`config.mk`:
```
export PLATFORM = sky130hd
export DESIGN_NAME = uart_tx_fifo
export DESIGN_NICKNAME = d
export VERILOG_FILES = /design/src/rtl/uart_tx_fifo.sv
export SDC_FILE = /design/constraint.sdc
export NUM_CORES = 1
export LEC_CHECK = 0
export CELL_PAD_IN_SITES_DETAIL_PLACEMENT = 0
export CELL_PAD_IN_SITES_GLOBAL_PLACEMENT = 2
export CORE_MARGIN = 2
export CORE_UTILIZATION = 40
export CTS_CLUSTER_DIAMETER = 80
export DETAILED_ROUTE_END_ITERATION = 10
export PLACE_DENSITY = 0.68
export SYNTH_ARGS = -nofsm -noshare
export SYNTH_HDL_FRONTEND = slang
export SYNTH_SLANG_ARGS = --single-unit
```
`constraint.sdc`:
```
create_clock -name clk -period 4.53 [get_ports clk]
set_input_delay 0.906 -clock clk [delete_from_list [all_inputs] [get_ports clk]]
set_output_delay 0.906 -clock clk [all_outputs]
set_load 0.005 [all_outputs]
```
`src/rtl/uart_tx_fifo.sv`:
```
// uart_tx_fifo: buffered 8N1 UART transmitter with a byte FIFO in front of it.
// Ports: clk/rst (async active-high); tx_data/tx_valid/tx_ready push bytes into the FIFO;
//        uart_TX is the registered serial line, tx_busy flags a frame in flight, fifo_count is occupancy.
module uart_tx_fifo #(
  parameter int CLK_FREQ   = 50_000_000,
  parameter int BAUD       = 115200,
  parameter int FIFO_DEPTH = 16
) (
  input  logic                                clk,
  input  logic                                rst,
  input  logic [7:0]                          tx_data,
  input  logic                                tx_valid,
  output logic                                tx_ready,
  output logic                                uart_TX,
  output logic                                tx_busy,
  output logic [$clog2(FIFO_DEPTH+1)-1:0]     fifo_count
);

  localparam int CLKS_PER_BIT = CLK_FREQ / BAUD;
  localparam int CNT_W        = $clog2(CLKS_PER_BIT);
  localparam int PTR_W        = $clog2(FIFO_DEPTH);
  localparam int OCC_W        = $clog2(FIFO_DEPTH + 1);
  localparam logic [CNT_W-1:0] BIT_LAST = CNT_W'(CLKS_PER_BIT - 1);
  localparam logic [OCC_W-1:0] OCC_FULL = OCC_W'(FIFO_DEPTH);

  typedef enum logic [1:0] {IDLE, START, DATA, STOP} state_t;

  state_t           state, state_nxt;
  logic [7:0]       mem [FIFO_DEPTH];
  logic [PTR_W-1:0] wr_ptr, rd_ptr;
  logic [CNT_W-1:0] baud_cnt;
  logic [2:0]       bit_idx;
  logic [7:0]       shift, shift_nxt;
  logic             bit_done, push, pop, empty, line_nxt;

  assign bit_done = (baud_cnt == BIT_LAST);
  assign empty    = (fifo_count == '0);
  assign tx_ready = (fifo_count != OCC_FULL);
  assign push     = tx_valid && tx_ready;
  // Pops only happen where the FSM is about to enter START.
  assign pop      = !empty && ((state == IDLE) || (state == STOP && bit_done));

  // ---------------- FIFO storage and pointers ----------------
  always_ff @(posedge clk) begin
    if (push) mem[wr_ptr] <= tx_data;
  end

  always_ff @(posedge clk or posedge rst) begin
    if (rst) begin
      wr_ptr     <= '0;
      rd_ptr     <= '0;
      fifo_count <= '0;
    end else begin
      if (push) wr_ptr <= wr_ptr + PTR_W'(1);
      if (pop)  rd_ptr <= rd_ptr + PTR_W'(1);
      case ({push, pop})
        2'b10:   fifo_count <= fifo_count + OCC_W'(1);
        2'b01:   fifo_count <= fifo_count - OCC_W'(1);
        default: fifo_count <= fifo_count;
      endcase
    end
  end

  // ---------------- FSM: state register ----------------
  always_ff @(posedge clk or posedge rst) begin
    if (rst) state <= IDLE;
    else     state <= state_nxt;
  end

  // ---------------- FSM: next state ----------------
  always_comb begin
    state_nxt = state;
    case (state)
      IDLE:    if (!empty) state_nxt = START;
      START:   if (bit_done) state_nxt = DATA;
      DATA:    if (bit_done && bit_idx == 3'd7) state_nxt = STOP;
      STOP:    if (bit_done) state_nxt = empty ? IDLE : START;
      default: state_nxt = IDLE;
    endcase
  end

  // ---------------- FSM: outputs ----------------
  // The line is registered, so it is driven from the state and shift value
  // that will be current after this edge.
  always_comb begin
    line_nxt = 1'b1;
    case (state_nxt)
      START:   line_nxt = 1'b0;
      DATA:    line_nxt = shift_nxt[0];
      default: line_nxt = 1'b1;
    endcase
    tx_busy = (state != IDLE);
  end

  always_comb begin
    shift_nxt = shift;
    if (pop)                           shift_nxt = mem[rd_ptr];
    else if (state == DATA && bit_done) shift_nxt = {1'b0, shift[7:1]};
  end

  // ---------------- bit timing and shifter ----------------
  always_ff @(posedge clk or posedge rst) begin
    if (rst) begin
      baud_cnt <= '0;
      bit_idx  <= '0;
      shift    <= '0;
      uart_TX  <= 1'b1;
    end else begin
      // Every state change coincides with bit_done or leaving IDLE, so this
      // also clears the counter on each state entry.
      baud_cnt <= (state == IDLE || bit_done) ? '0 : baud_cnt + CNT_W'(1);
      shift    <= shift_nxt;
      uart_TX  <= line_nxt;
      if (state == START)                 bit_idx <= '0;
      else if (state == DATA && bit_done) bit_idx <= bit_idx + 3'd1;
    end
  end

endmodule
```
* Word-level counts from Yosys, hierarchy flattened
Memory sizes are Yosys's and may differ from the RTL's. Cells that the tools add are included.
Storage, ports and cells: register bits after elaboration 36, latch bits 0, bits in writable memories 128, ROM bits 0, input port bits 11, output and inout port bits 8, word-level logic and storage cells 55, memories 1
Memories:
- mem | depth 16, width 8, read ports 1, clocked after Yosys merged registers in 0, wr ports 1, line 29 | logic [7:0] mem [FIFO_DEPTH];
Cells by class: add/sub/neg operators 6, $mul 0, divide/modulo/power cells 0, $lt $le $gt $ge 0, eq/ne operators 10, shift operators 0, muxes and demuxes 15, bitwise logic cells 0, reductions and logical operators 14
Operators by type and width (number):
- $mux 8 | 2
- $pmux 5 s2 | 1
- $add 9x1->9 const B | 1
- $eq 9x9->1 const B | 1
- $mux 9 | 1
- $add 4x1->4 const B | 2
- $eq 2x2->1 const B | 4
- $mux 2 | 4
- $pmux 2 s4 | 1
- $reduce_bool 2->1 | 4
- $eq 2x1->1 const B | 3
- $mux 3 | 2
- $add 5x1->5 const B | 1
- $logic_and 1x1->1 | 5
- $logic_not 5->1 | 1
- $ne 5x5->1 const B | 1
- $sub 5x1->5 const B | 1
- $add 3x1->3 const B | 1
- $eq 3x3->1 const B | 1
- $mux 1 | 3
- $logic_not 2->1 | 1
- $logic_or 1x1->1 | 2
- $pmux 1 s2 | 1
- $logic_not 1->1 | 1

* Depth between registers and ports, before layout
Gate-level depths: netlist (run 1).
depth after elaboration 6, depth in mapped cells 16, gate-level depth less buffers 14

* Least setup slack after synthesis (run 1)
No wires, ideal clock.
path kind flip-flop to flip-flop, start point register fifo_count[1], end point register fifo_count[4], arrival time 3102 ps, data required time 4450 ps, slack 1349 ps, stages on the path, launching flop included 16, buffers on the path 3, clock period less this slack 3181 ps, cell sequence dfrtp_1 -> buf_2 -> nor4_1 -> and2b_1 -> a21o_1 -> inv_1 -> buf_2 -> ha_1 -> clkbuf_1 -> xor2_1 -> ha_1 -> o21a_1 -> o22a_1 -> a21oi_1 -> mux2i_1 -> xnor2_1
On the way: cells in the longest elaborated chain, start to end 5, elaborated cells on any way between the ends 11, those cells by class 2 x add/sub; 3 x eq/ne; 1 x mux; 5 x reduce/logical
Ends and longest elaborated chain:
- start: declaration | line 16 | output logic [$clog2(FIFO_DEPTH+1)-1:0] fifo_count
- start signal: assignment | line 57 | 2'b10: fifo_count <= fifo_count + OCC_W'(1);
- start signal: assignment | line 58 | 2'b01: fifo_count <= fifo_count - OCC_W'(1);
- start signal: assignment | line 59 | default: fifo_count <= fifo_count;
- parallel branches: the longest is 5 deep, another holds $sub 5x1->5
Parallel ways; which one is timed is not known. A chain may end at the register's enable or synchronous reset.

* Final worst setup path (run 1)
start point register baud_cnt[1], end point register fifo_count[4]
On the way: cells in the longest elaborated chain, start to end 6, elaborated cells on any way between the ends 8, those cells by class 3 x eq/ne; 1 x mux; 4 x reduce/logical
Ends and longest elaborated chain:
- start: declaration | line 31 | logic [CNT_W-1:0] baud_cnt;
- start signal: assignment | line 111 | baud_cnt <= (state == IDLE || bit_done) ? '0 : baud_cnt + CNT_W'(1);
- $eq 9x9->1 * | line 36 | assign bit_done = (baud_cnt == BIT_LAST);
- $logic_and 1x1->1 * | line 41 | assign pop = !empty && ((state == IDLE) || (state == STOP && bit_done));
- $logic_or 1x1->1 * | line 41
- $logic_and 1x1->1 * | line 41
- $eq 2x1->1 / $eq 2x2->1 (equally long branches) | line 56 | case ({push, pop})
- $pmux 5 s2 / $reduce_bool 2->1 (equally long branches)
Mark *: on every way between the ends. The rest lies on a longest branch, timed or not.

==> results of run 1 <==
[through the flow]
step | util (%) | power [uW] | cells
global route | 47.6 | 4990 | 664
detailed placement | 44.0 | 3320 | 632
floorplan | - | 2960 | 398
finish | 47.6 | 4730 | 664
global placement | 44.0 | 3320 | 632
CTS | 47.6 | 4800 | 664
[worst max-delay path, cell delays in order, from the launching register on]
cell,delay (ns)
dfrtp_1,0.39
inv_1,0.06
ha_1,0.12
and4b_1,0.27
nand4_1,0.15
a21o_1,0.27
inv_1,0.43
ha_1,0.45
xor2_1,0.13
ha_1,0.23
o21a_1,0.18
o22a_1,0.19
a21oi_1,0.17
mux2i_1,0.23
xnor2_1,0.14
[cell type report]
type	count	area, um^2
Tap cell	220	275
Sequential cell	164	4750
Fill cell	1435	8720
Clock buffer	18	429
Multi-Input combinational cell	201	1940
Clock inverter	14	174
Timing Repair Buffer	35	308
Inverter	12	45.0
[worst max-delay path by stage]
| stage | cells past startpoint | endpoint | slack [ns] |
|---|---|---|---|
| final | 14 | fifo_count[4] | 1.04 |
| after global routing | 12 | fifo_count[4] | 0.70 |
| after CTS | 12 | fifo_count[4] | 0.98 |
| after detailed placement | 12 | fifo_count[4] | 0.99 |
| after global placement | 11 | fifo_count[4] | 1.07 |
| after floorplan | 15 | fifo_count[4] | 1.35 |
[report_power, final]
part,switching (uW),leakage (uW),internal [uW]
logic,495,0.000968,615
clock network,593,0.000298,876
registers,289,0.00160,1860
[per-layer routing]
layer,global-route usage [%],wire (um),vias up
li1,-,-,1603
met1,22.2,6300,1806
met2,25.7,6650,55
met3,4.50,501,18
met5,0,0,-
met4,6.25,236,0
[cells by family (layout without fill, tap and decap cells)]
kind of cell    count (synthesis)  count (layout)  synth area share, %
simple gates                   86              86                 5.75
flops                         164             164                 69.2
compound gates                 34              34                 2.99
fa+ha+maj                      13              13                 2.37
buf+inv                        33              79                 2.48
mux                            49              49                 14.8
xor+xnor                       19              19                 2.43
[synth_stat cells, types with 3 or more instances]
library cell / count
o21ai_1: 6
ha_1: 13
nand2_1: 30
nor3_1: 4
edfxtp_1: 128
a21oi_1: 7
mux2i_1: 9
nand2b_1: 4
nand3_1: 8
nor2_1: 26
buf_2: 3
buf_1: 3
clkbuf_1: 11
o21ai_0: 9
nand4_1: 3
inv_1: 12
mux4_2: 26
mux4_1: 12
xnor2_1: 12
xor2_1: 7
dfrtp_1: 35
[cell usage in the layout (no fill, tap or decap), drive strengths merged, types with 2 or more instances in the layout]
master and n:
edfxtp 128, mux4 38, dfrtp 35, nand2 30, nor2 26, clkdlybuf4s50 18
clkbuf 18, buf 17, inv 17, o21ai 15, ha 13, xnor2 12
mux2i 9, nand3 8, a21oi 7, xor2 7, clkinv 6, nand2b 4
nor3 4, nand4 3, bufinv 3, a21o 2, and2 2, mux2 2
o22ai 2, o2bb2ai 2, nor2b 2
[flip-flops by register name, indices dropped and copies added (netlist names)]
signal / count
baud_cnt: 9
bit_idx: 3
fifo_count: 5
mem: 128
rd_ptr: 4
shift: 8
state: 2
uart_TX: 1
wr_ptr: 4
==> run summary, run 1 <==
final hold viol count: 0
fmax: 286 MHz
Inserted Clock Buffers: 17
post_cts resized: 0
RSZ-0062 raised after global routing: false
Slew Viols, Final: 0
final setup margin: 1.04 ns
final setup vio count: 0
Inserted Diodes: 0
first-pass GRT wire length: 21,300 um
Remaining DRCs: 0
drt pass-1 iters: 4
Post-CTS Hold Fix Bufs: 0
initial antenna violation count: 0
core region area: 16,600 um^2
Rel. slew slack: 26.0%
Max VDD drop: 0.287 mV
WL final: 13,700 um
# port buffers: 18
Post-synth EDFFs: 128
Syn Nets: 422
gpl congestion: 0.740
Post-synth ARST share: 22.0%
vias post-DR: 3,482
chip height: 135 um
Seq/Total Area, Yosys: 69.2%
Yosys top cell by area: edfxtp_1
Clock Sinks: 164
# Post-CTS Setup Buffers: 0
crit path max fanout: 19
GRT overflow: 0
GRT Resource Usage Total: 16.5%
worst hold path stage count: 1
setup TNS: 0 ns
Startpoint Class: flop
Reg clk slew, reported paths: 0.06 ns
post-place instance area: 7320 um^2
Worst EP required: 4.87 ns
R2R setup slack: 1.04 ns
status: completed
synth top area cells: edfxtp_1 56%, dfrtp_1 13%, mux4_2 8.5%
nets@finish: 455
Max Buffers Root-to-Sink: 2
CP arrival: 3.83 ns
reg2reg start: baud_cnt[1]
clock latency at the later pin of the worst-skew pair: 0.42 ns
Cell Area, Synth: 6860 um^2
syn_area_per_cell: 17.2 um^2
max capacitance violation total: 0
R2R depth: 14
vias in the first global route: 3,548
pin count of the biggest net entering global routing: 36
antenna-violating nets left: 0
clock tree from TritonCTS: yes
DIE WIDTH: 135 um
fin area: 7920 um^2
crit path from: baud_cnt[1]
per-cell routed wire length: 20.6 um
post-synthesis instance total: 398
Critical Path End Type: flop
Die Area: 18,200 um^2
DR iter-0 viols: 190
initial cell density of the core: 41.2%
dominant synthesized flop cell: edfxtp_1
YS warnings: 0
routed vias/inst: 5.24
FP Rows: 47
Pleak: 0.00287 uW
library cells used by synthesis: 44
Power Dens Cells: 597 nW/um^2
Yosys reg bits: 164
worst min path class: flop to flop
layout cell share with drive strength beyond 1: 17.8%
critical path class: flop to flop
area share of the largest cell type after synthesis: 56.0%
Period minus WS final: 3.49 ns
synthesis-to-finish area growth: 15.5%
# H-tree levels: 4
actual slew at the worst max-slew pin: 1.11 ns
clk root buf: clkbuf_16
worst hold endpoint: baud_cnt[0]
fin crit share: 77.1%
clock skew: 0.00701 ns
reg2reg end: fifo_count[4]
post-DP HPWL: 8640 um
HP Start: baud_cnt[0]
post-place setup slack: 0.994 ns
Hold WS: 0.496 ns
io pins: 19
Note: power is estimated with default switching activity, not from simulation.
==> run 2: changes to the inputs <==
PLACE_DENSITY = 0.71   (was 0.68)
clock period = 2.9 ns   (was 4.53 ns; I/O delays follow)
==> run summary, run 2 (synthesis gave the netlist of run 1 again) <==
Max VDD drop: 0.469 mV
DR iter-0 viols: 215
fin crit share: 93.0%
Sw Share: 29.5%
io pins: 19
antenna-violating nets left: 0
DIE WIDTH: 135 um
max capacitance violation total: 0
RSZ-0062 raised after global routing: false
clock skew: 0.00928 ns
chip height: 135 um
initial cell density of the core: 41.2%
nets@finish: 465
leading cell types in the layout, fill and taps excluded: 128 x edfxtp_1, 34 x dfrtp_1, 30 x nand2_1
clock tree from TritonCTS: yes
Slew Viols, Final: 0
pin count of the biggest net entering global routing: 37
clk root buf: clkbuf_16
internal power: 5250 uW
post-DP HPWL: 8030 um
total power: 7450 uW
worst min path class: flop to flop
routed vias/inst: 5.08
commonest non-fill, non-tap cell in the layout: edfxtp_1
final hold viol count: 0
Pleak: 0.00292 uW
clock power share: 30.8%
Flop pwr share: 42.7%
register name with the most flops: mem
gpl congestion: 0.766
Startpoint Class: flop
# H-tree levels: 4
Critical Path End Type: flop
actual slew at the worst max-slew pin: 0.660 ns
vias in the first global route: 3,657
clock latency at the later pin of the worst-skew pair: 0.42 ns
Remaining DRCs: 0
first-pass GRT wire length: 20,000 um
Largest register FFs: 128
final setup margin: 0.203 ns
final setup vio count: 0
Filler Cell Count: 1,427
drt pass-1 iters: 4
CP arrival: 3.04 ns
WL final: 12,200 um
FP Rows: 47
Power Dens Cells: 927 nW/um^2
dpl cells: 642
R2R setup slack: 0.20 ns
# port buffers: 18
Logic pwr share: 26.5%
# Post-CTS Setup Buffers: 0
core region area: 16,600 um^2
Clock Sinks: 164
Period minus WS final: 2.70 ns
Die Area: 18,200 um^2
post_cts resized: 0
critical path class: flop to flop
Max Buffers Root-to-Sink: 2
GRT overflow: 0
Inserted Clock Buffers: 17
per-cell routed wire length: 18.0 um
Reg clk slew, reported paths: 0.07 ns
Rel. slew slack: 56.0%
Worst EP required: 3.24 ns
post-place setup slack: 0.132 ns
synthesis-to-finish area growth: 17.2%
Inserted Diodes: 0
setup TNS: 0 ns
Non-Filler Instances: 674
initial antenna violation count: 0
fin area: 8040 um^2
vias post-DR: 3,422
crit path max fanout: 4
layout cell share with drive strength beyond 1: 20.5%
GRT Resource Usage Total: 14.9%
post-place instance area: 7420 um^2
fmax: 371 MHz
Post-CTS Hold Fix Bufs: 0
status: completed
Top Registers: mem x128, baud_cnt x9, shift x8
Sw Pwr: 2200 uW
-- run 2: power groups by stage --
stage	logic [uW]	registers [uW]	clock network, uW
3_3_place_gp	1990	3220	0
6_report	1970	3180	2290
5_1_grt	2190	3240	2450
2_1_floorplan	1570	3100	0
3_5_place_dp	2010	3240	0
4_1_cts	2020	3190	2360
-- run 2: cell type report --
class,count,area (um^2),share of cell area [%]
Sequential cell,164,4750,59.1
Multi-Input combinational cell,201,1960,24.4
Clock buffer,17,425,5.29
Timing Repair Buffer,45,395,4.92
Tap cell,220,275,3.43
Clock inverter,15,186,2.32
Inverter,12,45.0,0.561
-- run 2: through the flow --
step	util [%]	hold WS, ns
after floorplan	-	0.453
after global placement	44.6	0.467
after detailed placement	44.6	0.487
after CTS	48.3	0.497
after global routing	48.3	0.533
final	48.3	0.502
-- run 2: worst paths after layout --
check | start | end | depth (start not counted)
worst min-delay path | bit_idx[0] | bit_idx[0] | 1
min in group asynchronous | rst | baud_cnt[5] | 3
worst max-delay path | baud_cnt[0] | fifo_count[4] | 13
worst min register to register | bit_idx[0] | bit_idx[0] | 1
max in group asynchronous | rst | rd_ptr[0] | 3
worst max register to register | baud_cnt[0] | fifo_count[4] | 13
-- run 2: critical path: stages (launching register included) --
cell	delay (ns)
dfrtp_1	0.41
ha_1	0.21
and4b_1	0.24
nand4_1	0.12
a21o_1	0.15
inv_2	0.04
ha_1	0.19
xor2_1	0.16
ha_1	0.21
o21a_1	0.17
o22a_1	0.20
a21oi_2	0.15
mux2i_1	0.22
xnor2_1	0.13
-- run 2: routing by layer --
metal | routed length (um) | GRT usage, %
met2 | 6210 | 24.5
met1 | 5520 | 19.4
met5 | 0 | 0
met4 | 165 | 5.38
met3 | 264 | 3.53
